File: config.mk
export PLATFORM = sky130hd
export DESIGN_NAME = sr_drive_ctrl
export DESIGN_NICKNAME = d
export VERILOG_FILES = /design/src/rtl/sr_drive_ctrl.sv
export SDC_FILE = /design/constraint.sdc
export NUM_CORES = 1
export LEC_CHECK = 0
export ABC_AREA = 1
export BUFFER_PORTS_ARGS = -buffer_cell sky130_fd_sc_hd__buf_2
export CAP_MARGIN = 20
export CORE_UTILIZATION = 43
export DETAILED_ROUTE_END_ITERATION = 16
export GPL_TIMING_DRIVEN = 0
export MAX_ROUTING_LAYER = met4
export SETUP_SLACK_MARGIN = 0.3
export SLEW_MARGIN = 15
export SYNTH_ARGS = -nofsm -noshare
export SYNTH_HDL_FRONTEND = slang
export SYNTH_SLANG_ARGS = --single-unit
File: constraint.sdc
create_clock -name clk -period 1.2 [get_ports clk]
set_input_delay 0.06 -clock clk [delete_from_list [all_inputs] [get_ports clk]]
set_output_delay 0.06 -clock clk [all_outputs]
set_load 0.1 [all_outputs]
File: src/rtl/sr_drive_ctrl.sv
// SR latch command stage: synchronise, debounce and edge-detect set/clear requests, then issue exclusive s/r pulses.
// Optional expected-latch-state outputs q_exp/q_exp_bar are enabled by defining SR_DRIVE_MIRROR_EN.
module sr_drive_ctrl #(
  parameter int DEB_CYCLES   = 4,
  parameter int PULSE_CYCLES = 2,
  parameter int GAP_CYCLES   = 1,
  parameter int CW           = 8
) (
  input  logic clk,
  input  logic rst,
  input  logic set_req,
  input  logic clr_req,
  output logic s,
  output logic r,
  output logic busy,
  output logic err
`ifdef SR_DRIVE_MIRROR_EN
  ,
  output logic q_exp,
  output logic q_exp_bar
`endif
);

  typedef enum logic [1:0] {IDLE, SET_P, CLR_P, GAP} state_t;

  localparam logic [CW-1:0] DEB_LIM   = CW'(DEB_CYCLES - 1);
  localparam logic [CW-1:0] PULSE_LIM = CW'(PULSE_CYCLES);
  localparam logic [CW-1:0] GAP_LIM   = CW'(GAP_CYCLES);
  localparam logic [CW-1:0] ONE       = CW'(1);

  logic [1:0]    req, sync1, sync2, level, level_d, ev;
  logic [CW-1:0] deb_cnt [2];
  state_t        state;
  logic [CW-1:0] cnt;
  logic          set_pend, clr_pend;
  logic          set_ev, clr_ev, both_ev, idle;
  logic          take_clr, take_set, clr_left, set_left, clr_new, set_new;

  // bit 0 carries the set request, bit 1 the clear request
  assign req = {clr_req, set_req};

  always_ff @(posedge clk or negedge rst) begin
    if (!rst) begin
      sync1   <= '0;
      sync2   <= '0;
      level   <= '0;
      level_d <= '0;
      ev      <= '0;
      for (int i = 0; i < 2; i++) deb_cnt[i] <= '0;
    end else begin
      sync1   <= req;
      sync2   <= sync1;
      level_d <= level;
      ev      <= level & ~level_d;
      for (int i = 0; i < 2; i++) begin
        if (sync2[i] != level[i]) begin
          if (deb_cnt[i] >= DEB_LIM) begin
            level[i]   <= sync2[i];
            deb_cnt[i] <= '0;
          end else begin
            deb_cnt[i] <= deb_cnt[i] + ONE;
          end
        end else begin
          deb_cnt[i] <= '0;
        end
      end
    end
  end

  // An event not serviced directly lands in its pending slot; a slot still occupied drops it.
  assign set_ev   = ev[0];
  assign clr_ev   = ev[1];
  assign both_ev  = set_ev & clr_ev;
  assign idle     = (state == IDLE);
  assign take_clr = idle & (clr_pend | (clr_ev & ~both_ev));
  assign take_set = idle & ~take_clr & (set_pend | (set_ev & ~both_ev));
  assign clr_left = clr_pend & ~take_clr;
  assign set_left = set_pend & ~take_set;
  assign clr_new  = clr_ev & ~both_ev & ~(take_clr & ~clr_pend);
  assign set_new  = set_ev & ~both_ev & ~(take_set & ~set_pend);

  always_ff @(posedge clk or negedge rst) begin
    if (!rst) begin
      state    <= IDLE;
      cnt      <= '0;
      s        <= 1'b0;
      r        <= 1'b0;
      busy     <= 1'b0;
      err      <= 1'b0;
      set_pend <= 1'b0;
      clr_pend <= 1'b0;
`ifdef SR_DRIVE_MIRROR_EN
      q_exp    <= 1'b0;
`endif
    end else begin
      clr_pend <= clr_left | clr_new;
      set_pend <= set_left | set_new;
      err      <= both_ev | (clr_left & clr_new) | (set_left & set_new);
      case (state)
        IDLE: begin
          if (take_clr) begin
            state <= CLR_P;
            r     <= 1'b1;
            busy  <= 1'b1;
            cnt   <= ONE;
          end else if (take_set) begin
            state <= SET_P;
            s     <= 1'b1;
            busy  <= 1'b1;
            cnt   <= ONE;
          end
        end
        SET_P, CLR_P: begin
          if (cnt >= PULSE_LIM) begin
            s <= 1'b0;
            r <= 1'b0;
`ifdef SR_DRIVE_MIRROR_EN
            q_exp <= (state == SET_P);
`endif
            if (GAP_CYCLES == 0) begin
              state <= IDLE;
              busy  <= 1'b0;
              cnt   <= '0;
            end else begin
              state <= GAP;
              cnt   <= ONE;
            end
          end else begin
            cnt <= cnt + ONE;
          end
        end
        GAP: begin
          if (cnt >= GAP_LIM) begin
            state <= IDLE;
            busy  <= 1'b0;
            cnt   <= '0;
          end else begin
            cnt <= cnt + ONE;
          end
        end
        default: state <= IDLE;
      endcase
    end
  end

`ifdef SR_DRIVE_MIRROR_EN
  assign q_exp_bar = ~q_exp;
`endif

endmodule
==> summary.md <==
| Metric | Value |
|---|---|
| Outcome | complete, but fails checks |
| Violated checks | negative hold slack, negative setup slack |
| Clk sink count | 42 |
| Hold_buf cts | 2 |
| DRT Wirelength | 2950 µm |
| Int Pwr | 3.609 mW |
| Cell area after synthesis | 1772 µm² |
| Starting Density | 0.4664 |
| Fin crit period | 1.408 ns |
| Top cells by area, synth | dfrtp_1, nand2_1, ha_1, nor2_1, inv_1 |
| Clk root buf | clkbuf_8 |
| Data required, critical path | 1.37 ns |
| Hold Slack | -0.1148 ns |
| Pwr/cell area | 2461 nW/µm² |
| Synth Flop Type | dfrtp_1 |
| Max Fclk | 710.4 MHz |
| Top cell type by total area after synthesis | dfrtp_1 |
| H-tree levels | 2 |
| Sequential cell area fraction in the yosys report | 0.5932 |
| Initial antenna violation count | 0 |
| WL per Instance | 10.97 µm |
| GRT Total Usage | 0.1507 |
| Pins Over Slew Limit | 0 |
| Setup TNS | -1.872 ns |
| Max_cap viols | 0 |
| Critical Path Fanout Max | 6 |
| Relative slew slack | 0.4189 |
| Met2 routed WL | 1628 µm |
| Clock Latency Late Sink | 0.28 ns |
| Ports | 8 |
| Via count | 1,231 |
| Largest net degree at the start of global routing | 43 |
| Comb power frac | 0.521 |
| Crit share post-route | 1.173 |
| NetSw | 2.406 mW |
| Post-synth cell types | 23 |
| Vias in the first global route | 1,176 |
| Die ar. | 4381 µm² |
| Commonest cells in the netlist | dfrtp_1, nand2_1, nor2_1 |
| Critical Path AT | 1.58 ns |
| Share of cells above drive strength 1 | 0.3982 |
| Final nets | 233 |
| Post-DP HPWL | 1856 µm |
| Min-Delay Path Class | input pin to asynchronous set/reset pin |
| Fillcell total | 302 |
| Critical path class | flip-flop to flip-flop |
| Top routing layer in use | met4 |
| Yosys Warn Count | 0 |
| Buffers on Ports | 7 |
| Post-route ant nets | 0 |
| Drt pass-1 iters | 4 |
| Async S/R FF share, synth | 1.000 |
| VDD IR max | 0.0008470 V |
| Clock slew at reported path FFs | 0.08 ns |
| Synth Register Bits | 42 |
| Hold Fails Final Rpt | 42 |
| Total CTS buffers | 5 |
| Endpoint class of the critical path | flip-flop |
| Drc violations | 0 |
| Final-report setup violation count | 15 |
| Cells along the critical path | inv_2 -> buf_12 -> ha_4 -> inv_2 -> nor2_1 -> nor2_1 -> o21ai_1 -> nand2_1 |
| Leak | 1.161 nW |
| ANT cells | 0 |
| Top-count cell post-synth | dfrtp_1 |
| Critical path's slowest cell | dfrtp_1 |
| Placeable Area | 3799 µm² |
| Syn avg cell area | 10.01 µm² |
| Maximum buffer depth of the clock tree | 2 |
| Met1 Routed Length | 1197 µm |
| TritonCTS clock tree | built |
| First-pass GRT wire length | 4643 µm |
| Clock power frac | 0.178 |
| Cells after DPL | 243 |
| Final Core Density | 0.6433 |
| Area delta synth->final | 37.92% |
| Chip width | 66.19 µm |
| Row cnt | 22 |
| Post-synth top area share | 0.5932 |
| Initial DRC Count | 72 |
| Placer Congestion | 0.7788 |
| Post-synth EDFFs | 0 |
| RSZ-0062 raised after global routing | true |
| Vias/cell | 4.576 |
| Post-route insts no fill | 269 |
| Mapped Cells | 177 |
| Chip height | 66.19 µm |
| Sequential power share | 0.302 |
| Worst-Margin Slew | 0.8717 ns |
| Setup ws final | -0.2077 ns |
| Switching share of power | 0.4000 |
| Met3 wire length | 76 µm |
| Critical path launch point type | flip-flop |
| Grt ovf | 0 |
| Slowest cell delay on critical path | 0.39 ns |
| Max Clock Skew | 0.007008 ns |
==> layout make-up <==
class | instances | area, µm² | share of cell area
inverters | 25 | 93.84 | 0.03840
multi-input cells | 120 | 838.3 | 0.3431
repair buffers | 25 | 265.3 | 0.1086
clock buffers | 6 | 72.57 | 0.02970
well taps | 48 | 60.06 | 0.02458
plain buffers | 1 | 20.02 | 0.008193
flip-flops and latches | 42 | 1056 | 0.4322
clock inverters | 2 | 37.54 | 0.01536
==> sequential cells by signal (all words and copies together), names as in the netlist, 2 cells and up <==
| signal | flops |
|---|---|
| sync1 | 2 |
| level_d | 2 |
| sync2 | 2 |
| state | 2 |
| level | 2 |
| deb_cnt | 16 |
| ev | 2 |
| cnt | 8 |
==> through the flow <==
step	cell area, µm²	power, mW	setup WS [ns]
after CTS	2240	5.414	-0.1428
after floorplan	1838	3.466	-0.08227
after detailed placement	1933	3.836	-0.2723
after global placement	1933	3.767	-0.2570
final	2444	6.015	-0.2077
after global routing	2444	6.384	-0.2761
==> cell families (layout without fill, tap and decap cells) <==
logic type / count (synthesis) / after routing / synth area share
xor+xnor: 2 / 2 / 0.009889
fa+ha+maj: 9 / 9 / 0.06356
other cells: 1 / 12 / 0.002117
simple gates: 84 / 84 / 0.2260
buf+inv: 26 / 59 / 0.05932
compound gates: 13 / 13 / 0.04591
flops: 42 / 42 / 0.5932
==> metal layers <==
metal  global-route usage  vias to the layer above
li1                     -                      611
met1               0.1421                      599
met2               0.2793                       15
met3              0.04655                        6
met4              0.06383                        0
met5                    -                        -
==> repair_timing <==
action / 4_1_cts / 5_1_grt
endpoints found under the hold margin: 44 / 42
gates cloned: 0 / 1
pin swaps: 5 / 11
buffers inserted: 10 / 5
setup endpoints to repair: 26 / 26
gates resized for setup: 30 / 30
==> worst paths after layout <==
kind / startpoint / to / slack [ns] / depth (start not counted)
min in group clk: sync1[1] / sync2[1] / 0.35 / 0
hold reg to reg: sync1[1] / sync2[1] / 0.35 / 0
hold / removal: rst / cnt[0] / -0.11 / 1
setup reg to reg: state[0] / s / -0.21 / 8
max in group asynchronous: rst / err / 0.72 / 1
setup / recovery: state[0] / s / -0.21 / 8
==> placed cells by master (no fill, tap or decap) <==
| master | netlist | final |
|---|---|---|
| dfrtp_1 | 42 | 38 |
| nand2_1 | 32 | 27 |
| inv_1 | 23 | 17 |
| nor2_1 | 27 | 17 |
| buf_4 | 0 | 14 |
| conb_1 | 1 | 12 |
| nor2_2 | 8 | 10 |
| inv_2 | 2 | 8 |
| nor2_4 | 0 | 8 |
| nand2_2 | 6 | 7 |
| buf_12 | 0 | 6 |
| nand2_4 | 1 | 5 |
| clkbuf_8 | 0 | 5 |
| ha_1 | 9 | 4 |
| dfrtp_2 | 0 | 4 |
| o21ai_0 | 6 | 3 |
| o21ai_1 | 1 | 3 |
| nand3_1 | 5 | 3 |
| ha_2 | 0 | 3 |
| buf_2 | 0 | 3 |
| nor4_4 | 0 | 2 |
| xor2_1 | 2 | 2 |
| o21ai_2 | 1 | 2 |
| nand3_2 | 0 | 2 |
| nand3_4 | 2 | 2 |
| ha_4 | 0 | 2 |
| dlygate4sd3_1 | 0 | 2 |
| o21a_1 | 1 | 1 |
| a21oi_4 | 0 | 1 |
| nand3b_1 | 1 | 1 |
| o21bai_1 | 1 | 1 |
| a21oi_2 | 2 | 1 |
| a21oi_1 | 1 | 1 |
| bufinv_16 | 0 | 1 |
| clkbuf_1 | 0 | 1 |
| clkinvlp_4 | 0 | 1 |
| clkbuf_16 | 0 | 1 |
==> power by group through the flow <==
stage | sequential, mW | combinational (mW) | clock (mW)
after global routing | 1.84 | 3.38 | 1.17
after CTS | 1.79 | 2.51 | 1.11
after detailed placement | 1.80 | 2.04 | 0
final | 1.81 | 3.13 | 1.07
after floorplan | 2.20 | 1.26 | 0
after global placement | 1.78 | 1.98 | 0
==> critical path: cells and delay by family (launching register included) <==
kind	cells	cell delay (ns)
AOI/OAI and AO/OA	1	0.13
adders and majority gates	1	0.28
buffers and inverters	3	0.28
DFF	1	0.39
and+or+nand+nor	3	0.21
No activity file was read; power rests on OpenSTA's default activity.
